$ cat src/rtl/inst_fetch.sv
// Instruction fetch stage: owns the PC, issues in-order word fetches to imem, buffers the
// returned words and presents {inst, pc, fault} to decode. Latency: rsp_valid at N -> inst_valid at N+1.
// Backpressure: requests are credit-limited to BUF_DEPTH in-flight plus buffered; decode stalls hold the head.
//
// Ports:
//   clk, rst                      clock, synchronous active-high reset
//   imem_req_valid/ready/addr     word fetch request (addr bits[1:0] always 0)
//   imem_rsp_valid/data/err       in-order response, no backpressure
//   redirect_valid/pc             flush buffered and in-flight fetches, restart at redirect_pc
//   inst_valid/ready, inst_o,     buffered instruction to decode
//   inst_pc_o, inst_fault

// Small synchronous FIFO used for both the instruction buffer and the request pc tags.
// Latency: push visible at head the cycle after; head is a registered entry (no comb path from push_data).
// Backpressure: none internally; the caller must never push when full or pop when empty.
module inst_fetch_fifo #(
  parameter int WIDTH = 32,
  parameter int DEPTH = 2
) (
  input  logic                     clk,
  input  logic                     rst,
  input  logic                     flush,
  input  logic                     push,
  input  logic [WIDTH-1:0]         push_data,
  input  logic                     pop,
  output logic [WIDTH-1:0]         head,
  output logic [$clog2(DEPTH):0]   count
);
  localparam int AW = $clog2(DEPTH);
  localparam int CW = AW + 1;

  logic [WIDTH-1:0] mem [DEPTH];
  logic [AW-1:0]    wr_ptr;
  logic [AW-1:0]    rd_ptr;

  always_ff @(posedge clk) begin
    if (rst) begin
      wr_ptr <= '0;
      rd_ptr <= '0;
      count  <= '0;
      // Storage is cleared so the head reads as zero straight out of reset.
      for (int i = 0; i < DEPTH; i++) begin
        mem[i] <= '0;
      end
    end else if (flush) begin
      wr_ptr <= '0;
      rd_ptr <= '0;
      count  <= '0;
    end else begin
      if (push) begin
        mem[wr_ptr] <= push_data;
        wr_ptr      <= wr_ptr + AW'(1);
      end
      if (pop) begin
        rd_ptr <= rd_ptr + AW'(1);
      end
      count <= count + CW'(push) - CW'(pop);
    end
  end

  assign head = mem[rd_ptr];
endmodule

// Fetch stage top: PC sequencing, credit-limited request issue, response drop after redirect.
// Latency: rsp_valid at N -> inst_valid at N+1; first request one cycle after reset release.
// Backpressure: decode stall fills the buffer, which withholds request credits.
module inst_fetch #(
  parameter logic [63:0] RESET_PC  = 64'h0,
  parameter int          BUF_DEPTH = 2
) (
  input  logic        clk,
  input  logic        rst,
  output logic        imem_req_valid,
  input  logic        imem_req_ready,
  output logic [63:0] imem_req_addr,
  input  logic        imem_rsp_valid,
  input  logic [31:0] imem_rsp_data,
  input  logic        imem_rsp_err,
  input  logic        redirect_valid,
  input  logic [63:0] redirect_pc,
  output logic        inst_valid,
  input  logic        inst_ready,
  output logic [31:0] inst_o,
  output logic [63:0] inst_pc_o,
  output logic        inst_fault
);
  localparam int CW = $clog2(BUF_DEPTH) + 1;
  localparam logic [CW:0] DEPTH_W = (CW+1)'(BUF_DEPTH);

  localparam logic [1:0] S_BOOT  = 2'd0;
  localparam logic [1:0] S_RUN   = 2'd1;
  localparam logic [1:0] S_FAULT = 2'd2;

  typedef struct packed {
    logic        fault;
    logic [63:0] pc;
    logic [31:0] inst;
  } buf_entry_t;

  logic [1:0]    state;
  logic [63:0]   fetch_pc;
  logic [CW-1:0] drop_cnt;

  logic [CW-1:0] buf_count;
  logic [CW-1:0] tag_count;
  buf_entry_t    buf_head;
  buf_entry_t    buf_push_dat;
  logic [63:0]   tag_head;

  logic          pop;
  logic          accept;
  logic          rsp_live;
  logic          rsp_keep;
  logic [CW:0]   credit_used;
  logic [CW-1:0] out_next;

  // Outstanding requests are exactly the entries in the pc-tag FIFO.
  assign pop         = inst_valid & inst_ready;
  assign credit_used = {1'b0, tag_count} + {1'b0, buf_count - CW'(pop)};

  assign imem_req_valid = (state == S_RUN) && (credit_used < DEPTH_W);
  assign imem_req_addr  = fetch_pc;
  assign accept         = imem_req_valid & imem_req_ready;

  // Responses with nothing outstanding (e.g. left over from before a reset) are ignored.
  assign rsp_live = imem_rsp_valid && (tag_count != '0);
  // A response in the redirect cycle or owed to an earlier redirect never reaches the buffer.
  assign rsp_keep = rsp_live && !redirect_valid && (drop_cnt == '0);
  assign out_next = tag_count + CW'(accept) - CW'(rsp_live);

  always_comb begin
    buf_push_dat       = '0;
    buf_push_dat.fault = imem_rsp_err;
    buf_push_dat.pc    = tag_head;
    buf_push_dat.inst  = imem_rsp_data;
  end

  inst_fetch_fifo #(
    .WIDTH ($bits(buf_entry_t)),
    .DEPTH (BUF_DEPTH)
  ) u_buf (
    .clk       (clk),
    .rst       (rst),
    .flush     (redirect_valid),
    .push      (rsp_keep),
    .push_data (buf_push_dat),
    .pop       (pop),
    .head      (buf_head),
    .count     (buf_count)
  );

  // Tags are never flushed: each outstanding request still returns a response that must pop its tag.
  inst_fetch_fifo #(
    .WIDTH (64),
    .DEPTH (BUF_DEPTH)
  ) u_tag (
    .clk       (clk),
    .rst       (rst),
    .flush     (1'b0),
    .push      (accept),
    .push_data (fetch_pc),
    .pop       (rsp_live),
    .head      (tag_head),
    .count     (tag_count)
  );

  always_ff @(posedge clk) begin
    if (rst) begin
      state    <= S_BOOT;
      fetch_pc <= RESET_PC;
      drop_cnt <= '0;
    end else begin
      if (redirect_valid) begin
        state    <= S_RUN;
        // Everything still in flight after this cycle belongs to the old stream.
        drop_cnt <= out_next;
        fetch_pc <= redirect_pc & ~64'h3;
      end else begin
        if (accept) begin
          fetch_pc <= fetch_pc + 64'd4;
        end
        if (rsp_live && (drop_cnt != '0)) begin
          drop_cnt <= drop_cnt - CW'(1);
        end
        case (state)
          S_BOOT:  state <= S_RUN;
          S_RUN:   if (rsp_keep && imem_rsp_err) state <= S_FAULT;
          default: state <= state;
        endcase
      end
    end
  end

  assign inst_valid = (buf_count != '0);
  assign inst_o     = buf_head.inst;
  assign inst_pc_o  = buf_head.pc;
  assign inst_fault = buf_head.fault;
endmodule

$ cat config.mk
export PLATFORM = sky130hd
export DESIGN_NAME = inst_fetch
export DESIGN_NICKNAME = d
export VERILOG_FILES = /design/src/rtl/inst_fetch.sv
export SDC_FILE = /design/constraint.sdc
export NUM_CORES = 1
export LEC_CHECK = 0
export CAP_MARGIN = 25
export CORE_UTILIZATION = 49
export CTS_CLUSTER_DIAMETER = 40
export DETAILED_ROUTE_END_ITERATION = 10
export PLACE_DENSITY = 0.8
export SYNTH_ARGS = -nofsm -noshare
export SYNTH_HDL_FRONTEND = slang
export SYNTH_SLANG_ARGS = --single-unit
$ cat constraint.sdc
create_clock -name clk -period 9.6 [get_ports clk]
set_input_delay 1.92 -clock clk [delete_from_list [all_inputs] [get_ports clk]]
set_output_delay 1.92 -clock clk [all_outputs]
set_load 0.005 [all_outputs]
==> impl_results.md <==
- Layout-stage area growth over the synthesis result: 26.6%
- Power density relative to cell area: 200 mW/mm^2
- Count of unresolved DRC violations after routing: 0
- Area share of the largest cell type after synthesis: 54.1%
- Arrival time reported for the critical path endpoint: 4440 ps
- Fraction of synthesis flops using an asynchronous set or reset pin: 0%
- Number of post-CTS setup repair buffers: 0
- Worst-path fanout max: 7
- Post-synthesis cell type count: 57
- Vertical extent of the die: 191 um
- Depth of the CTS H-tree: 2
- Number of cell instances on the worst register-to-register path: 10
- Gates resized, CTS repair: 0
- Share of layout cells above drive strength 1: 13.2%
- Weighted congestion reported at the end of routability-driven placement: 0.862
- TritonCTS clock tree: built
- Cell count after placement: 2036
- Core Box Area: 0.0348 sq mm
- Type of the worst setup path: input pin to output port
- Startpoint type of the worst setup path: input pin
- CTS sink cnt: 390
- Count of synthesis-stage warnings from yosys: 0
- Crit path required time: 7680 ps
- Average cell area after synthesis: 12.6 sq um
- Total routed wirelength: 44600 um
- Vias per inst: 5.70
- Number of hold violations in the final report: 0
- Run status: completed
- Area of the die: 0.0363 sq mm
- Number of register bits inferred by synthesis: 390
- Placed Instance Area: 0.0204 sq mm
- RSZ-0062 raised after global routing: no
- Maximum number of pins on one net before global-route repair: 110
- Placed wire-length estimate: 28500 um
- Cell count of the worst hold path: 2
- Number of nets at the end of the flow: 1741
- Setup WS pre-CTS: 3250 ps
- Number of antenna violations at the first check in global routing: 0
- Sequential share of the synthesized area: 62.9%
- Maximum operating frequency: 157 MHz
- DRC violation total after the first TritonRoute iteration: 914
- Horiz. Die Dim: 191 um
- Max Buffers Root-to-Sink: 3
- Final Slew Violations: 0
- Leftover overflow at the end of global routing: 0
- Clock period minus worst slack: 6360 ps
- Count of placed standard cells in the final layout, fillers left out: 2124
- Clock Skew: 26.1 ps
- Sequential cell area in the final layout: 0.0110 sq mm
- Slew of the pin with the lowest slew margin: 1050 ps
- Leak: 7.72 nW
- Synthesized netlist cell count: 1387
- Clk root buf: sky130_fd_sc_hd__clkbuf_16
- Final period utilization: 66.3%
- CTS hold repair buffers: 0
- Number of CTS-inserted buffers: 47
- GRT Util Overall: 24.5%
- Multi-input gate area: 0.00604 sq mm
- Number of setup violations in the final report: 0
- First-pass detailed-route iteration total: 5
- Most frequent cell after synthesis: sky130_fd_sc_hd__edfxtp_1
- Max_cap viols: 0
- Main flop type after synthesis: sky130_fd_sc_hd__edfxtp_1
- Count of standard-cell rows: 68
- Endpoint kind of the worst setup timing path: output port
- Hold path start: u_buf.rd_ptr
- Total of buffers placed on input and output ports: 259
- Synth area leader: sky130_fd_sc_hd__edfxtp_1
- FILL cells: 2585
- Clock insertion delay at the later pin of the skew report: 560 ps
- Ports placed on the boundary: 266
- Area contributors post-synth: sky130_fd_sc_hd__edfxtp_1, sky130_fd_sc_hd__dfxtp_1, sky130_fd_sc_hd__and2_1
- Cell Area, Synth: 0.0174 sq mm
- Register-to-register setup slack: 5390 ps
- Clock transition at the register clock pins on the worst setup and hold paths after CTS: 60 ps
- FF-to-FF End: u_tag.mem[1][60]
- Starting density of the core: 50.1%
- Summed area of non-filler cells in the final layout: 0.0220 sq mm
- Final setup margin: 3240 ps
- Critical register-to-register path startpoint: u_buf.count[0]
- Antenna Cells: 0
- HP Class: register to register
- Routed via count: 12100
- Normalized max-slew margin: 30.2%
- IR Drop Worst-Case VDD: 0.127 mV
- Post-synth EDFFs: 314
- Number of global-route vias before repair: 12200
- Average wire per standard cell: 21.0 um
- Number of routed nets with antenna violations: 0
- Worst hold slack: 513 ps
- Wire length of the first global-routing pass: 68000 um
- Top post-synthesis cells by count: sky130_fd_sc_hd__edfxtp_1, sky130_fd_sc_hd__nor2_1, sky130_fd_sc_hd__and2_1
- Final-layout setup total negative slack: 0 ps
==> through the flow <==
stage | utilization [%] | power, mW
2_1_floorplan | - | 2.39
3_3_place_gp | 58.6 | 2.66
3_5_place_dp | 58.7 | 2.69
4_1_cts | 63.2 | 4.44
5_1_grt | 63.4 | 4.56
6_report | 63.4 | 4.42
==> per-layer routing <==
| layer | routed length (um) | track usage (%) | up-vias |
|---|---|---|---|
| met3 | 3040 | 4.03 | 93 |
| met2 | 22100 | 41.8 | 477 |
| met1 | 18100 | 31.3 | 5969 |
| met5 | 0 | 0 | - |
| li1 | - | - | 5573 |
| met4 | 1330 | 8.98 | 0 |
==> area by class of cell <==
type	instances	share of cell area [%]
inverter	22	0.380
clock inverter	29	1.34
sequential	390	49.7
multi-input combinational	890	27.4
timing repair buffer	281	12.8
tap	455	2.58
clock buffer	57	5.74
==> where the power goes <==
| group | switching [mW] | internal, mW | total [mW] |
|---|---|---|---|
| clock | 0.704 | 1.06 | 1.76 |
| sequential | 0.0909 | 1.97 | 2.06 |
| combinational | 0.298 | 0.298 | 0.595 |
==> registers in the layout, summed over array words and instances (netlist names), named ones only <==
name	count
u_buf.rd_ptr	1
u_buf.count	2
u_tag.count	2
state	2
u_tag.mem	124
u_buf.wr_ptr	1
u_tag.rd_ptr	1
u_tag.wr_ptr	1
drop_cnt	2
u_buf.mem	190
imem_req_addr	62
==> cell families after synthesis <==
kind of cell | after synthesis | synth area share [%]
compound gates | 109 | 4.61
xor+xnor | 33 | 1.66
fa+ha+maj | 6 | 0.474
buf+inv | 110 | 2.80
flops | 390 | 62.9
mux | 159 | 9.83
other cells | 1 | 0.0215
simple gates | 579 | 17.7
==> critical path, cell delays in order <==
cell and delay [ps]:
sky130_fd_sc_hd__clkdlybuf4s50_1 530, sky130_fd_sc_hd__nand2_1 70, sky130_fd_sc_hd__mux2i_1 180, sky130_fd_sc_hd__nand2_1 100
sky130_fd_sc_hd__fa_1 480, sky130_fd_sc_hd__nand4b_1 290, sky130_fd_sc_hd__inv_1 290, sky130_fd_sc_hd__clkdlybuf4s50_1 570
==> worst max path at each step <==
stage / from / to / cells past startpoint
floorplan: inst_ready / u_tag.mem[0][10] / 9
global placement: inst_ready / imem_req_valid / 8
detailed placement: inst_ready / imem_req_valid / 8
CTS: inst_ready / imem_req_valid / 8
global route: inst_ready / imem_req_valid / 8
finish: inst_ready / imem_req_valid / 8
==> cells in the final DEF (no fill, tap or decap), types with 20 or more instances in the layout <==
master and n:
sky130_fd_sc_hd__clkbuf_16 49, sky130_fd_sc_hd__a211oi_1 20, sky130_fd_sc_hd__nor2_1 191, sky130_fd_sc_hd__nand3_1 26, sky130_fd_sc_hd__mux2_2 96, sky130_fd_sc_hd__clkdlybuf4s50_1 258, sky130_fd_sc_hd__or4_1 22, sky130_fd_sc_hd__mux2i_1 63
sky130_fd_sc_hd__a311oi_1 22, sky130_fd_sc_hd__nand2_1 47, sky130_fd_sc_hd__nand4_1 27, sky130_fd_sc_hd__dfxtp_1 74, sky130_fd_sc_hd__inv_1 20, sky130_fd_sc_hd__and2_1 182, sky130_fd_sc_hd__edfxtp_1 314
No activity file was read; power rests on OpenSTA's default activity.
